$ cat config.mk
export PLATFORM = sky130hd
export DESIGN_NAME = reg_file_scoreboard
export DESIGN_NICKNAME = d
export VERILOG_FILES = /design/src/rtl/reg_file_scoreboard.sv
export SDC_FILE = /design/constraint.sdc
export NUM_CORES = 2
export LEC_CHECK = 0
export ABC_CLOCK_PERIOD_IN_PS = 3650
export BUFFER_PORTS_ARGS = -buffer_cell sky130_fd_sc_hd__clkbuf_2
export CAP_MARGIN = 40
export CORE_ASPECT_RATIO = 1.5
export CORE_MARGIN = 3
export CORE_UTILIZATION = 51
export DETAILED_ROUTE_END_ITERATION = 16
export PLACE_DENSITY = 0.67
export SLEW_MARGIN = 20
export SYNTH_ARGS = -nofsm -noshare
export SYNTH_HDL_FRONTEND = slang
export SYNTH_SLANG_ARGS = --single-unit
$ cat constraint.sdc
create_clock -name clk -period 3.65 [get_ports clk]
set_input_delay 0.73 -clock clk [delete_from_list [all_inputs] [get_ports clk]]
set_output_delay 0.73 -clock clk [all_outputs]
set_load 0.05 [all_outputs]
$ cat src/rtl/reg_file_scoreboard.sv
// ---------------------------------------------------------------------------
// reg_file_scoreboard
//
// Register file for the pipelined core with a pending-write scoreboard.
// Two combinational read ports, one synchronous write port, optional
// same-cycle write-to-read bypass, optional hardwired zero register and a
// sequencer that clears every entry after reset before the file is usable.
// Decode uses the busy bits to detect RAW hazards on registers whose
// producing instruction has issued but not yet written back.
//
// Ports
//   clk           clock, all state updates on posedge
//   reset_i       asynchronous active-high reset
//   rs_addr_i     read port A address      rs_val_o   read port A data
//   rd_addr_i     read port B address      rd_val_o   read port B data
//   wen_i         write enable (writeback)
//   wa_i          write address            write_data_i  write data
//   set_busy_i    mark set_addr_i pending  set_addr_i    destination register
//   rs_busy_o     busy bit of rs_addr_i    rd_busy_o     busy bit of rd_addr_i
//   init_done_o   high once the clearing sequence has finished
// ---------------------------------------------------------------------------
module reg_file_scoreboard #(
    parameter int data_width_p = 32,
    parameter int addr_width_p = 6,
    parameter int zero_reg_p   = 1,
    parameter int bypass_p     = 1
) (
    input  logic                    clk,
    input  logic                    reset_i,
    input  logic [addr_width_p-1:0] rs_addr_i,
    input  logic [addr_width_p-1:0] rd_addr_i,
    output logic [data_width_p-1:0] rs_val_o,
    output logic [data_width_p-1:0] rd_val_o,
    input  logic                    wen_i,
    input  logic [addr_width_p-1:0] wa_i,
    input  logic [data_width_p-1:0] write_data_i,
    input  logic                    set_busy_i,
    input  logic [addr_width_p-1:0] set_addr_i,
    output logic                    rs_busy_o,
    output logic                    rd_busy_o,
    output logic                    init_done_o
);

    localparam int DEPTH = 2 ** addr_width_p;

    localparam logic [0:0] CLEAR = 1'b0;
    localparam logic [0:0] READY = 1'b1;

    logic [0:0]              state_q, state_d;
    logic [addr_width_p-1:0] clr_ptr_q, clr_ptr_d;
    logic [DEPTH-1:0]        busy_q, busy_d;
    logic [data_width_p-1:0] rf_q [DEPTH];

    logic ready;
    logic wr_en;
    logic set_en;
    logic zero_on;
    logic bypass_on;

    assign ready     = (state_q == READY);
    assign zero_on   = (zero_reg_p != 0);
    assign bypass_on = (bypass_p != 0);

    // A write or busy-set to register 0 is dropped entirely when the zero
    // register is hardwired, so it can neither change data nor be bypassed.
    assign wr_en  = ready && wen_i && !(zero_on && (wa_i == '0));
    assign set_en = ready && set_busy_i && !(zero_on && (set_addr_i == '0));

    // Clearing sequencer: walks clr_ptr across the whole array once, then
    // parks in READY until the next reset.
    always_comb begin
        state_d   = state_q;
        clr_ptr_d = clr_ptr_q;
        if (state_q == CLEAR) begin
            clr_ptr_d = clr_ptr_q + 1'b1;
            if (&clr_ptr_q) begin
                state_d = READY;
            end
        end
    end

    always_ff @(posedge clk or posedge reset_i) begin
        if (reset_i) begin
            state_q   <= CLEAR;
            clr_ptr_q <= '0;
        end else begin
            state_q   <= state_d;
            clr_ptr_q <= clr_ptr_d;
        end
    end

    // Scoreboard update. The set is applied after the writeback clear so an
    // instruction issuing to the same destination keeps the register busy.
    always_comb begin
        busy_d = busy_q;
        if (wr_en) begin
            busy_d[wa_i] = 1'b0;
        end
        if (set_en) begin
            busy_d[set_addr_i] = 1'b1;
        end
    end

    always_ff @(posedge clk or posedge reset_i) begin
        if (reset_i) begin
            busy_q <= '0;
        end else begin
            busy_q <= busy_d;
        end
    end

    // Storage array has no reset; the sequencer zeroes it one entry per cycle.
    always_ff @(posedge clk) begin
        if (state_q == CLEAR) begin
            rf_q[clr_ptr_q] <= '0;
        end else if (wr_en) begin
            rf_q[wa_i] <= write_data_i;
        end
    end

    // Read ports: zero while clearing, zero for a hardwired register 0,
    // otherwise the stored value or the in-flight write when bypassing.
    always_comb begin
        rs_val_o = '0;
        if (ready && !(zero_on && (rs_addr_i == '0))) begin
            if (bypass_on && wr_en && (wa_i == rs_addr_i)) begin
                rs_val_o = write_data_i;
            end else begin
                rs_val_o = rf_q[rs_addr_i];
            end
        end
    end

    always_comb begin
        rd_val_o = '0;
        if (ready && !(zero_on && (rd_addr_i == '0))) begin
            if (bypass_on && wr_en && (wa_i == rd_addr_i)) begin
                rd_val_o = write_data_i;
            end else begin
                rd_val_o = rf_q[rd_addr_i];
            end
        end
    end

    // Busy outputs reflect registered state only; no same-cycle forwarding.
    assign rs_busy_o = ready && busy_q[rs_addr_i] && !(zero_on && (rs_addr_i == '0));
    assign rd_busy_o = ready && busy_q[rd_addr_i] && !(zero_on && (rd_addr_i == '0));

    assign init_done_o = ready;

endmodule

**Yosys cells after proc, flatten, opt, wreduce, memory -nomap -nowiden**

Memory sizes are Yosys's and may differ from the RTL's.
Cells that the tools add are included.

- Flip-flop bits (word level): 71
- Bits in latches: 0
- Memory bits (writable): 2048
- Memory bits (read-only): 0
- Input bits: 60
- Output and inout bits: 67
- Word-level logic and storage cells: 63
- Memories: 1

- Add/subtract/negate cells: 1
- Multipliers: 0
- Div/mod/pow operators: 0
- Order comparisons: 6
- Equality and inequality tests: 2
- Shift operators: 0
- Mux-type cells: 23
- Bitwise gates (word level): 3
- Reduce and logical (&&, ||, !) cells: 24

Memories:

| memory | words | width | read ports | clocked after memory_dff | write ports | RTL line | text |
|---|---|---|---|---|---|---|---|
| rf_q | 64 | 32 | 2 | 0 | 1 | 52 | `logic [data_width_p-1:0] rf_q [DEPTH];` |

Operators with widths:

| kind | count |
|---|---|
| $mux W32 | 5 |
| $mux W64 | 2 |
| $and A64 B64 Y64 | 1 |
| $not A64 Y64 | 1 |
| $or A64 B64 Y64 | 1 |
| $reduce_or A32 Y1 | 1 |
| $lt A6 B7 Y1 const B | 4 |
| $logic_not A6 Y1 | 4 |
| $logic_and A1 B1 Y1 | 14 |
| $bmux W1 S6 | 2 |
| $demux W1 S6 | 2 |
| $eq A6 B6 Y1 | 2 |
| $ge A6 B1 Y1 const B | 2 |
| $mux W1 | 11 |
| $add A6 B1 Y6 const B | 1 |
| $mux W6 | 1 |
| $reduce_and A6 Y1 | 1 |
| $logic_not A1 Y1 | 4 |

**Longest topological paths before layout**

- Depth after elaboration: 9
- Depth in mapped cells: 10

**Least setup slack after synthesis**

No wires, ideal clock.

- Path type: input-to-reg
- Start point: input port wa_i[5]
- End point: memory rf_q[53][0], enable pin
- Setup time: 0.421 ns
- Arrival time: 3.457 ns
- Data required time: 3.229 ns
- Slack: -0.228 ns
- Stages: 8
- Path buffers: 3
- Cell sequence: buf_2 -> nor3_2 -> a21o_1 -> buf_2 -> buf_2 -> mux2i_1 -> nand2_1 -> nor2_1

- Cells in the longest elaborated chain, start to end: 8

Ends and longest elaborated chain:

| element | RTL line | text |
|---|---|---|
| start: declaration | 35 | `input logic [addr_width_p-1:0] wa_i,` |
| $logic_not A6 Y1 | 66 | `assign wr_en = ready && wen_i && !(zero_on && (wa_i == '0));` |
| $logic_not A1 Y1 | 66 |  |
| $logic_and A1 B1 Y1 | 66 |  |
| $mux W1 | 116 | `end else if (wr_en) begin` |
| $mux W1 | 114 | `if (state_q == CLEAR) begin` |
| $mux W1 (not written as such) | 117 | `rf_q[wa_i] <= write_data_i;` |
| $reduce_or A32 Y1 (no source line) | -- |  |
| $mux W6 (no source line) / $mux W1 (equally long branches) | -- |  |
| end: declaration | 52 |  |

Several ways; a longest one is shown, not always the timed one.

**Worst setup path after layout**

- Start point: input port rs_addr_i[0]
- End point: output port rs_val_o[20]

- Cells in the longest elaborated chain, start to end: 4

Ends and longest elaborated chain:

| element | RTL line | text |
|---|---|---|
| start: declaration | 30 | `input logic [addr_width_p-1:0] rs_addr_i,` |
| branches (longest 3 deep; another with $mem_v2 Z64 W32) | -- |  |
| $mux W32 * | 125 | `if (ready && !(zero_on && (rs_addr_i == '0))) begin` |
| end: declaration | 32 | `output logic [data_width_p-1:0] rs_val_o,` |

Mark *: on every way between the ends.

==> metrics <==
Final Util 64.9%; xor-xnor portion of the synthesized cell area 0.147%; CTS max path bufs 4; Clock Sink Count 2119; Max-cap violations 0; first-pass GRT wire length 512 mm; Hold WC Path Type input pin to flip-flop; Final Max Tran Viols 0; Chip Width 370 um; Placed Cells 9017; Worst R2R Start init_done_o; max frequency 263 MHz; Routed WL per cell 38.8 um; vias per cell 7.19; clock skew 0.0425 ns; worst path required time 2.92 ns; largest family of logic cells by synthesized area multiplexers; worst-margin pin slew 0.865 ns; TNS Setup -3.61 ns; Final nets 6810; antenna viol nets, final 0; Root Buffer clkbuf_16; mux cell area share after synthesis 25.6%; Synth warnings 0; Setup-failing EPs final 49; flop2flop setup slack 0.72 ns; Post-synth EDFFs 2048; commonest cells after routing, fill and taps aside 2048 x edfxtp_1, 831 x mux4_2, 742 x buf_4; post-layout minimum cycle time 3.81 ns; standard-cell rows 199; all-layer global routing usage 35.7%; Synth Area in Adders 0.0124%; worst skew pair latency 0.89 ns; Worst setup SP type input pin; Fin. Hold Viols 0; critical path class input pin to primary output; I/O Pins 127; Worst setup EP type primary output; Hold Crit Depth 2; vias in the first global route 68.7k; Inserted Clock Buffers 194; starting density of the core 51.5%; syn_area_per_cell 17.9 um^2; worst vdd ir 0.000361 V; Critical Path AT 3.08 ns; most common cell after layout, fill and taps aside edfxtp_1; H-tree levels 4; initial antenna violation count 20; Seq/Total Area, Yosys 62.5%; Die ar. 204000 um^2; Post-Route WL 370 mm; port bufs 126; Post-Syn Nets 5726; die height 552 um; drt drc 0; total power draw 51.4 mW; First DRT Iteration DRCs 9932; CTS tree built; FF+latch count, synth 2119; share of layout cells above drive strength 1 45.2%; Non-Filler Instances 9516; PD cells 402 nW/um^2; hold path start set_addr_i[5]; DP HPWL 247 mm; async set or reset register ratio after synthesis 3.35%; Fillers 13.0k; largest net degree at the start of global routing 65; RD Place Congestion 0.972; Hold EP busy_q[15]; Synth Flop Type edfxtp_1; status finished with violations; Lkg Pwr 37.4 nW; P&R area growth vs syn 26.2%; failing checks negative setup slack; worst-path maximum fanout 8; worst r2r dst rf_q[26][9]; Post-Synth Simple-Gate Area 2.60%; Rel. slew slack 42.2%; compound-cell area share of the yosys netlist 6.60%; Period Utilization, post-route 104%; RSZ-0062 raised after global routing yes; Final Worst Setup Slack -0.159 ns; Overflow after GRT 0; Distinct cells, synth 71; 1st-pass router iterations 8; clk slew on worst S/H paths 0.06 ns; Core Area 197000 um^2; via count 68.4k; cells after synthesis 5665; R2R cell count 8; Cell Area, Synth 101000 um^2
Yosys cell counts, drive strengths merged, types with 3 or more instances:
cell        n  area [um^2]
buf       317         2010
edfxtp   2048        61500
a31oi      38          238
o31ai      32          240
nand4       4         25.0
o211ai     11         82.6
xnor2      12          105
nand3b     10         75.1
a221o      34          340
a21oi     128          641
nand2     175          659
mux2i     475         4750
dfrtp      71         1780
a31o       30          263
nor2      185          694
mux4      834        18800
nor3       19          111
a21boi      5         37.5
nand2b     15         93.8
or3         6         37.5
mux2      213         2400
a211oi     82          616
o32ai      16          140
o22a       26          228
xor2        5         43.8
and3       22          138
nor4b       3         62.6
nor2b      38          238
o211a      15          150
a32oi      42          368
clkbuf    131          492
inv        10         37.5
nor4        8         50.1
nand4b      5         43.8
o21ai     293         1470
a22o        4         35.0
nand3      18         90.1
a221oi     17          149
and2       40          250
a2111oi    19          241
o221ai      7         61.3
o22ai      57          357
a22oi     126          946
critical path, cell delays in order:
cell	delay, ns
buf_16	0.15
buf_16	0.18
buf_16	0.19
buf_12	0.15
mux4_2	0.52
a221o_1	0.35
o21ai_2	0.22
buf_6	0.14
a21oi_2	0.06
buf_4	0.17
buf_12	0.14
sequential cells by signal (all words and copies together) (netlist names):
name and count:
init_done_o 1, busy_q 64, clr_ptr_q 6, rf_q 2048
stage by stage:
stage / hold WS [ns] / area [um^2] / setup WS (ns)
floorplan: 0.441 / 101000 / -0.228
global placement: 0.386 / 116000 / -0.678
detailed placement: 0.421 / 116000 / -0.663
CTS: 0.306 / 126000 / -0.167
global route: 0.365 / 128000 / -0.231
finish: 0.355 / 128000 / -0.159
routing by layer:
metal / up-vias / GRT usage [%] / routed length, um
met4: 12 / 24.9 / 31300
met5: - / 0 / 70
li1: 26174 / - / -
met2: 5530 / 57.8 / 178000
met3: 1525 / 8.09 / 41700
met1: 35139 / 42.5 / 119000
cell families after synthesis:
family,Yosys count
XOR/XNOR,17
AND/OR/NAND/NOR,556
multiplexers,1522
buffers and inverters,459
adder cells (fa/ha/maj),1
flip-flops,2119
AO/OA/AOI/OAI,991
final cells by class:
type	count	area [um^2]	area share, %
well taps	2613	3270	2.56
clock inverters	118	1240	0.970
inverters	11	46.3	0.0362
clock buffers	226	5080	3.98
flip-flops and latches	2119	63300	49.5
diodes	6	15.0	0.0118
repair buffers	1336	16100	12.6
multi-input cells	3087	38700	30.3
how the worst max path moves through the flow:
| stage | end | slack, ns | startpoint | cells after the start |
|---|---|---|---|---|
| finish | rs_val_o[20] | -0.16 | rs_addr_i[0] | 11 |
| global route | rd_val_o[25] | -0.23 | rd_addr_i[0] | 12 |
| CTS | rs_val_o[2] | -0.17 | rs_addr_i[0] | 13 |
| detailed placement | rs_val_o[2] | -0.66 | rs_addr_i[0] | 12 |
| global placement | rs_val_o[16] | -0.68 | rs_addr_i[0] | 9 |
| floorplan | rf_q[49][0] | -0.23 | wa_i[5] | 8 |
timing repair:
action,in CTS,in global routing
buffers inserted,91,68
hold buffers,1,0
resized for setup,530,335
cloned,26,8
setup endpoints to repair,66,66
endpoints found under the hold margin,25,0
pin swaps,99,119
power breakdown:
part	internal [mW]	switching [mW]
clock network	11.8	9.09
registers	26.2	0
logic	1.90	2.35
Note: power is estimated with default switching activity, not from simulation.
